`src/rtl/fetch_queue_unit_pkg.sv`:
```
// Shared constants for the instruction fetch unit.
// Holds the boolean constants, the default datapath width and the fetch
// FSM state encoding used by fetch_queue_unit and fetch_queue.
package fetch_queue_unit_pkg;

  localparam logic TRUE       = 1'b1;
  localparam logic FALSE      = 1'b0;
  localparam int   DATA_WIDTH = 32;

  // IDLE: nothing in flight; WAIT: response will be kept;
  // DROP: response will be discarded (a redirect overtook it).
  typedef enum logic [1:0] {
    ST_IDLE = 2'd0,
    ST_WAIT = 2'd1,
    ST_DROP = 2'd2
  } fq_state_e;

endpackage

```
`src/rtl/fetch_queue.sv`:
```
// Circular instruction buffer holding {instr, pc} pairs.
// Ports:
//   clk, rst          clock, asynchronous active-high reset of pointers/count
//   rdy               global enable; low freezes pointers, count and storage
//   push, push_instr, push_pc   write one entry at the tail
//   pop               retire the head entry
//   flush             empty the buffer; overrides same-cycle push and pop
//   full, empty       occupancy flags
//   head_instr, head_pc         head entry, combinational
module fetch_queue
  import fetch_queue_unit_pkg::*;
#(
  parameter int XLEN   = DATA_WIDTH,
  parameter int QDEPTH = 4
) (
  input  logic            clk,
  input  logic            rst,
  input  logic            rdy,
  input  logic            push,
  input  logic [XLEN-1:0] push_instr,
  input  logic [XLEN-1:0] push_pc,
  input  logic            pop,
  input  logic            flush,
  output logic            full,
  output logic            empty,
  output logic [XLEN-1:0] head_instr,
  output logic [XLEN-1:0] head_pc
);

  localparam int PTR_W = $clog2(QDEPTH);

  logic [PTR_W-1:0] head_q;
  logic [PTR_W-1:0] tail_q;
  logic [PTR_W:0]   count_q;
  logic [XLEN-1:0]  instr_mem [QDEPTH];
  logic [XLEN-1:0]  pc_mem    [QDEPTH];
  logic             do_push;
  logic             do_pop;

  assign full    = (count_q == (PTR_W+1)'(QDEPTH));
  assign empty   = (count_q == '0);
  assign do_push = rdy && push && !flush && !full;
  assign do_pop  = rdy && pop && !flush && !empty;

  assign head_instr = instr_mem[head_q];
  assign head_pc    = pc_mem[head_q];

  always_ff @(posedge clk or posedge rst) begin
    if (rst) begin
      head_q  <= '0;
      tail_q  <= '0;
      count_q <= '0;
    end else if (rdy) begin
      if (flush) begin
        head_q  <= '0;
        tail_q  <= '0;
        count_q <= '0;
      end else begin
        if (do_push) tail_q <= tail_q + PTR_W'(1);
        if (do_pop)  head_q <= head_q + PTR_W'(1);
        // Push and pop together leave the occupancy unchanged.
        case ({do_push, do_pop})
          2'b10:   count_q <= count_q + (PTR_W+1)'(1);
          2'b01:   count_q <= count_q - (PTR_W+1)'(1);
          default: count_q <= count_q;
        endcase
      end
    end
  end

  // Storage carries no reset; entries are only observed while counted.
  always_ff @(posedge clk) begin
    if (do_push) begin
      instr_mem[tail_q] <= push_instr;
      pc_mem[tail_q]    <= push_pc;
    end
  end

endmodule

```
`src/rtl/fetch_queue_unit.sv`:
```
// Instruction fetch unit: issues one memory request at a time, queues the
// returned instructions with their addresses and presents the head to the
// decoder. A redirect flushes the queue and restarts fetching at a new pc.
// Ports:
//   clk, rst                      clock, asynchronous active-high reset
//   rdy                           global enable; low freezes everything
//   out_mem_ce, out_mem_pc        one-cycle fetch request and its address
//   in_mem_ce, in_mem_instr       memory response
//   out_valid, out_instr, out_pc  queue head to the decoder
//   in_issue_stall                downstream cannot accept; head is held
//   in_redirect_ce, in_redirect_pc  branch/jump redirect
module fetch_queue_unit
  import fetch_queue_unit_pkg::*;
#(
  parameter int              XLEN     = DATA_WIDTH,
  parameter int              QDEPTH   = 4,
  parameter logic [XLEN-1:0] RESET_PC = '0
) (
  input  logic            clk,
  input  logic            rst,
  input  logic            rdy,
  output logic            out_mem_ce,
  output logic [XLEN-1:0] out_mem_pc,
  input  logic            in_mem_ce,
  input  logic [XLEN-1:0] in_mem_instr,
  output logic            out_valid,
  output logic [XLEN-1:0] out_instr,
  output logic [XLEN-1:0] out_pc,
  input  logic            in_issue_stall,
  input  logic            in_redirect_ce,
  input  logic [XLEN-1:0] in_redirect_pc
);

  fq_state_e       state_q;
  fq_state_e       state_d;
  logic [XLEN-1:0] fetch_pc_q;
  logic [XLEN-1:0] fetch_pc_d;
  logic            ce_q;
  logic            ce_d;
  logic [XLEN-1:0] mem_pc_q;
  logic            q_push;
  logic            q_pop;
  logic            q_full;
  logic            q_empty;

  fetch_queue #(
    .XLEN   (XLEN),
    .QDEPTH (QDEPTH)
  ) u_queue (
    .clk        (clk),
    .rst        (rst),
    .rdy        (rdy),
    .push       (q_push),
    .push_instr (in_mem_instr),
    .push_pc    (fetch_pc_q),
    .pop        (q_pop),
    .flush      (in_redirect_ce),
    .full       (q_full),
    .empty      (q_empty),
    .head_instr (out_instr),
    .head_pc    (out_pc)
  );

  assign out_valid  = !q_empty;
  assign q_pop      = out_valid && !in_issue_stall;
  // The request register is frozen while rdy is low, so a pending pulse
  // reappears on the first enabled cycle instead of being lost.
  assign out_mem_ce = ce_q && rdy;
  assign out_mem_pc = mem_pc_q;

  always_comb begin
    state_d    = state_q;
    fetch_pc_d = fetch_pc_q;
    ce_d       = FALSE;
    q_push     = FALSE;
    if (in_redirect_ce) fetch_pc_d = in_redirect_pc;
    case (state_q)
      ST_IDLE: begin
        // Only issue when the response is guaranteed a slot; a same-cycle
        // pop is not credited, so a full queue waits one extra cycle.
        if (!in_redirect_ce && !q_full) begin
          state_d = ST_WAIT;
          ce_d    = TRUE;
        end
      end
      ST_WAIT: begin
        if (in_mem_ce) begin
          state_d = ST_IDLE;
          if (!in_redirect_ce) begin
            q_push     = TRUE;
            fetch_pc_d = fetch_pc_q + XLEN'(4);
          end
        end else if (in_redirect_ce) begin
          state_d = ST_DROP;
        end
      end
      ST_DROP: begin
        if (in_mem_ce) state_d = ST_IDLE;
      end
      default: state_d = ST_IDLE;
    endcase
  end

  always_ff @(posedge clk or posedge rst) begin
    if (rst) begin
      state_q    <= ST_IDLE;
      fetch_pc_q <= RESET_PC;
      ce_q       <= FALSE;
      mem_pc_q   <= '0;
    end else if (rdy) begin
      state_q    <= state_d;
      fetch_pc_q <= fetch_pc_d;
      ce_q       <= ce_d;
      if (ce_d) mem_pc_q <= fetch_pc_q;
    end
  end

endmodule

```
`config.mk`:
```
export PLATFORM = sky130hd
export DESIGN_NAME = fetch_queue_unit
export DESIGN_NICKNAME = d
export VERILOG_FILES = /design/src/rtl/fetch_queue_unit_pkg.sv /design/src/rtl/fetch_queue.sv /design/src/rtl/fetch_queue_unit.sv
export SDC_FILE = /design/constraint.sdc
export NUM_CORES = 1
export LEC_CHECK = 0
export ABC_AREA = 1
export BUFFER_PORTS_ARGS = -buffer_cell sky130_fd_sc_hd__buf_2
export CAP_MARGIN = 15
export CORE_MARGIN = 5
export CORE_UTILIZATION = 44
export DETAILED_ROUTE_END_ITERATION = 8
export SYNTH_ARGS = -nofsm -noshare
export SYNTH_HDL_FRONTEND = slang
export SYNTH_SLANG_ARGS = --single-unit
```
`constraint.sdc`:
```
create_clock -name clk -period 7.9 [get_ports clk]
set_clock_uncertainty 0.2 [all_clocks]
set_input_delay 0.79 -clock clk [delete_from_list [all_inputs] [get_ports clk]]
set_output_delay 0.79 -clock clk [all_outputs]
set_load 0.005 [all_outputs]
```
==> out/qor.yml <==
sta:
  slew_viol_final: 0
  rsz0062_at_grt: "no"
  final_hold_viol_count: 0
  post-route-period-util_pct: 54.2
  maxSlewHeadroom_pct: 26.0
  setup_viol: 0
  finalSetupTns_ns: 0
  worst_pin_slew_ns: 1.11
  clock.fmax_mhz: 234
  period_needed_ns: 4.28
status:
  outcome: "complete, no violations"
detailed_routing:
  via_count: 9733
  dr_wl_met3_microns: 2090
  top_layer: "met4"
  dr.pass1.iters: 5
  route.detailed.drc: 0
  viasPerCell: 5.26
  wl_met1_microns: 15700
  final_antenna_net_count: 0
  wl_per_cell_microns: 18.2
  drtIter0Drc: 747
  totalWireLength_microns: 33600
  wl_met2_microns: 15400
synthesis:
  ys_ff_latch: 330
  synth_compound_area_share_pct: 11.6
  synth-xor-area-share_pct: 0.189
  synthArstFlopShare_pct: 22.4
  syn_nets: 1347
  synthDistinctLibCells: 32
  synth_edf_count: 256
  synth.cell_area_sq_mm: 0.0139
  synthSimpleGateAreaFrac_pct: 14.2
  synthCells: 1271
  yosys_warnings: 0
  synth_top_family_by_area: "simple AND/OR/NAND/NOR gates"
  synthFlopType: "edfxtp_1"
  synth.area.mux_share_pct: 0
  avgSynthCellArea_sq_um: 10.9
  synth_fa_ha_area_share_pct: 0.540
  ys_seq_area_share_pct: 68.6
placement:
  dp_hpwl_microns: 20500
  port_buffers: 167
  dp_cells: 1784
  gp_congestion: 0.869
global_route:
  grt_first_pass_wirelength_microns: 53100
  first_global_vias: 9489
  grt_antenna_before_repair: 0
  grt_use_total_pct: 18.8
  globalRouteOverflowTotal: 0
  grt_start_max_net_pins: 110
worst_hold_path:
  holdCritPathClass: "reg2reg"
layout:
  syn_to_final_growth_pct: 15.8
  layout.cells.non_filler: 1850
  multi_input_area_sq_mm: 0.00372
  fillers: 2821
  drive_above_1_share_pct: 18.6
  register_area_sq_mm: 0.00954
  nets: 1496
  antenna_cells: 0
critical_path:
  crit_type: "reg2out"
  critPathMaxFanout: 109
  crit_path_start_kind: "flop"
  worstPathRequired_ns: 6.91
  crit_arrival_ns: 3.29
  endpoint_kind: "primary output"
clock_network:
  htreeDepth: 2
  numCtsBuffers: 36
  cts.sinks: 330
  clk_path_buf_depth: 3
  worstSkewPairLatency_ns: 0.51
  cts-root-buf: "clkbuf_16"
  cts_hold_buf: 0
  tritoncts: "done"
  cts_setup_buffers: 0
  cts_resized: 0
  path_clk_slew_ns: 0.06
floorplan:
  row_count: 65
  die-height_microns: 188
  die_w_microns: 188
  ioPinCount: 168
  die-area_sq_mm: 0.0353
  initial_core_util_pct: 44.3
  core_area_sq_mm: 0.0314
power_and_ir_drop:
  leakage_nw: 6.33
  pwr_density_cell_mw_per_mm2: 299
  finalPower_w: 0.00482
  vdd_drop_max_v: 0.000143
job:
  cap_viol_max_count: 0
sequential cells by signal, summed over array words and instances (netlist names), 2 cells and up:
name and cells:
u_queue.head_q 2, u_queue.instr_mem 128, u_queue.count_q 3, state_q 2, u_queue.tail_q 2, out_mem_pc 32
u_queue.pc_mem 128, fetch_pc_q 32
path summary, 6_finish.rpt:
path	start	to	slack (ns)	cells past startpoint
max	u_queue.head_q[0]	out_pc[27]	3.62	5
min	out_mem_pc[8]	out_mem_pc[8]	0.28	2
max reg2reg	state_q[1]	u_queue.pc_mem[3][13]	4.17	6
min reg2reg	out_mem_pc[8]	out_mem_pc[8]	0.28	2
max in group asynchronous	rst	u_queue.head_q[0]	6.36	3
min in group asynchronous	rst	out_mem_pc[24]	0.35	3
power breakdown:
group | switching, W | internal [W] | leakage (nW) | total [W]
logic | 0.000676 | 0.000384 | 2.56 | 0.00106
clock network | 0.000639 | 0.000867 | 0.531 | 0.00151
registers | 0.000188 | 0.00207 | 3.24 | 0.00226
total | 0.00150 | 0.00332 | 6.33 | 0.00482
final cells by class:
type / count / share of cell area (%)
Clock buffer: 48 / 6.00
Clock inverter: 18 / 0.606
Timing Repair Buffer: 177 / 5.65
Inverter: 97 / 2.27
Multi-Input combinational cell: 778 / 23.1
Sequential cell: 330 / 59.3
Tap cell: 402 / 3.12
worst max-delay path, stage by stage, from the launching register on:
cell      delay (ns)
dfrtp_4         0.76
clkinv_2        0.37
buf_4           0.88
o21ai_0         0.22
o22ai_1         0.29
buf_2           0.18
routing by layer:
layer,vias to the layer above,global-route usage (%)
li1,4726,-
met1,4659,27.7
met4,0,3.92
met3,35,3.22
met5,-,0
met2,313,29.6
cell usage in the layout (no fill, tap or decap):
cell / Yosys / layout
a21oi_1: 12 / 12
a21oi_2: 1 / 1
a22oi_1: 2 / 2
a311oi_1: 1 / 1
buf_2: 15 / 167
buf_4: 1 / 10
clkbuf_1: 41 / 11
clkbuf_16: 0 / 37
clkinv_1: 0 / 5
clkinv_2: 0 / 11
dfrtp_1: 74 / 72
dfrtp_2: 0 / 1
dfrtp_4: 0 / 1
edfxtp_1: 256 / 256
ha_1: 6 / 6
inv_1: 93 / 90
inv_2: 4 / 6
inv_6: 0 / 2
inv_8: 0 / 1
nand2_1: 196 / 196
nand2_2: 3 / 3
nand2_4: 1 / 1
nand3_1: 56 / 56
nand3_2: 2 / 2
nand4_1: 11 / 11
nor2_1: 201 / 197
nor2_2: 4 / 4
nor2_4: 4 / 8
nor3_1: 3 / 3
o211ai_1: 9 / 9
o21ai_0: 181 / 181
o21ai_1: 2 / 2
o21ai_2: 14 / 14
o22ai_1: 64 / 64
o31ai_1: 2 / 2
xor2_1: 3 / 3
synth_stat cells, types with 11 or more instances:
cell type  count  area (sq um)
a21oi_1       12          60.1
buf_2         15          75.1
clkbuf_1      41           154
dfrtp_1       74          1850
edfxtp_1     256          7690
inv_1         93           349
nand2_1      196           736
nand3_1       56           280
nand4_1       11          68.8
nor2_1       201           754
o21ai_0      181           906
o21ai_2       14           123
o22ai_1       64           400
metrics by stage:
stage          hold WS, ns  cell area, sq um  utilization [%]  setup WS (ns)
2_1_floorplan        0.250             13900                -           3.12
3_5_place_dp         0.267             15000             47.9           3.40
3_3_place_gp         0.265             15000             47.9           3.55
6_report             0.278             16100             51.3           3.62
5_1_grt              0.280             16100             51.3           3.37
4_1_cts              0.273             16100             51.3           3.57
kinds of logic (layout without fill, tap and decap cells):
kind of cell | count (synthesis) | count (layout)
buf+inv | 163 | 340
simple gates | 481 | 481
compound gates | 288 | 288
fa+ha+maj | 6 | 6
xor+xnor | 3 | 3
flops | 330 | 330
(Power assumes the default switching activity.)
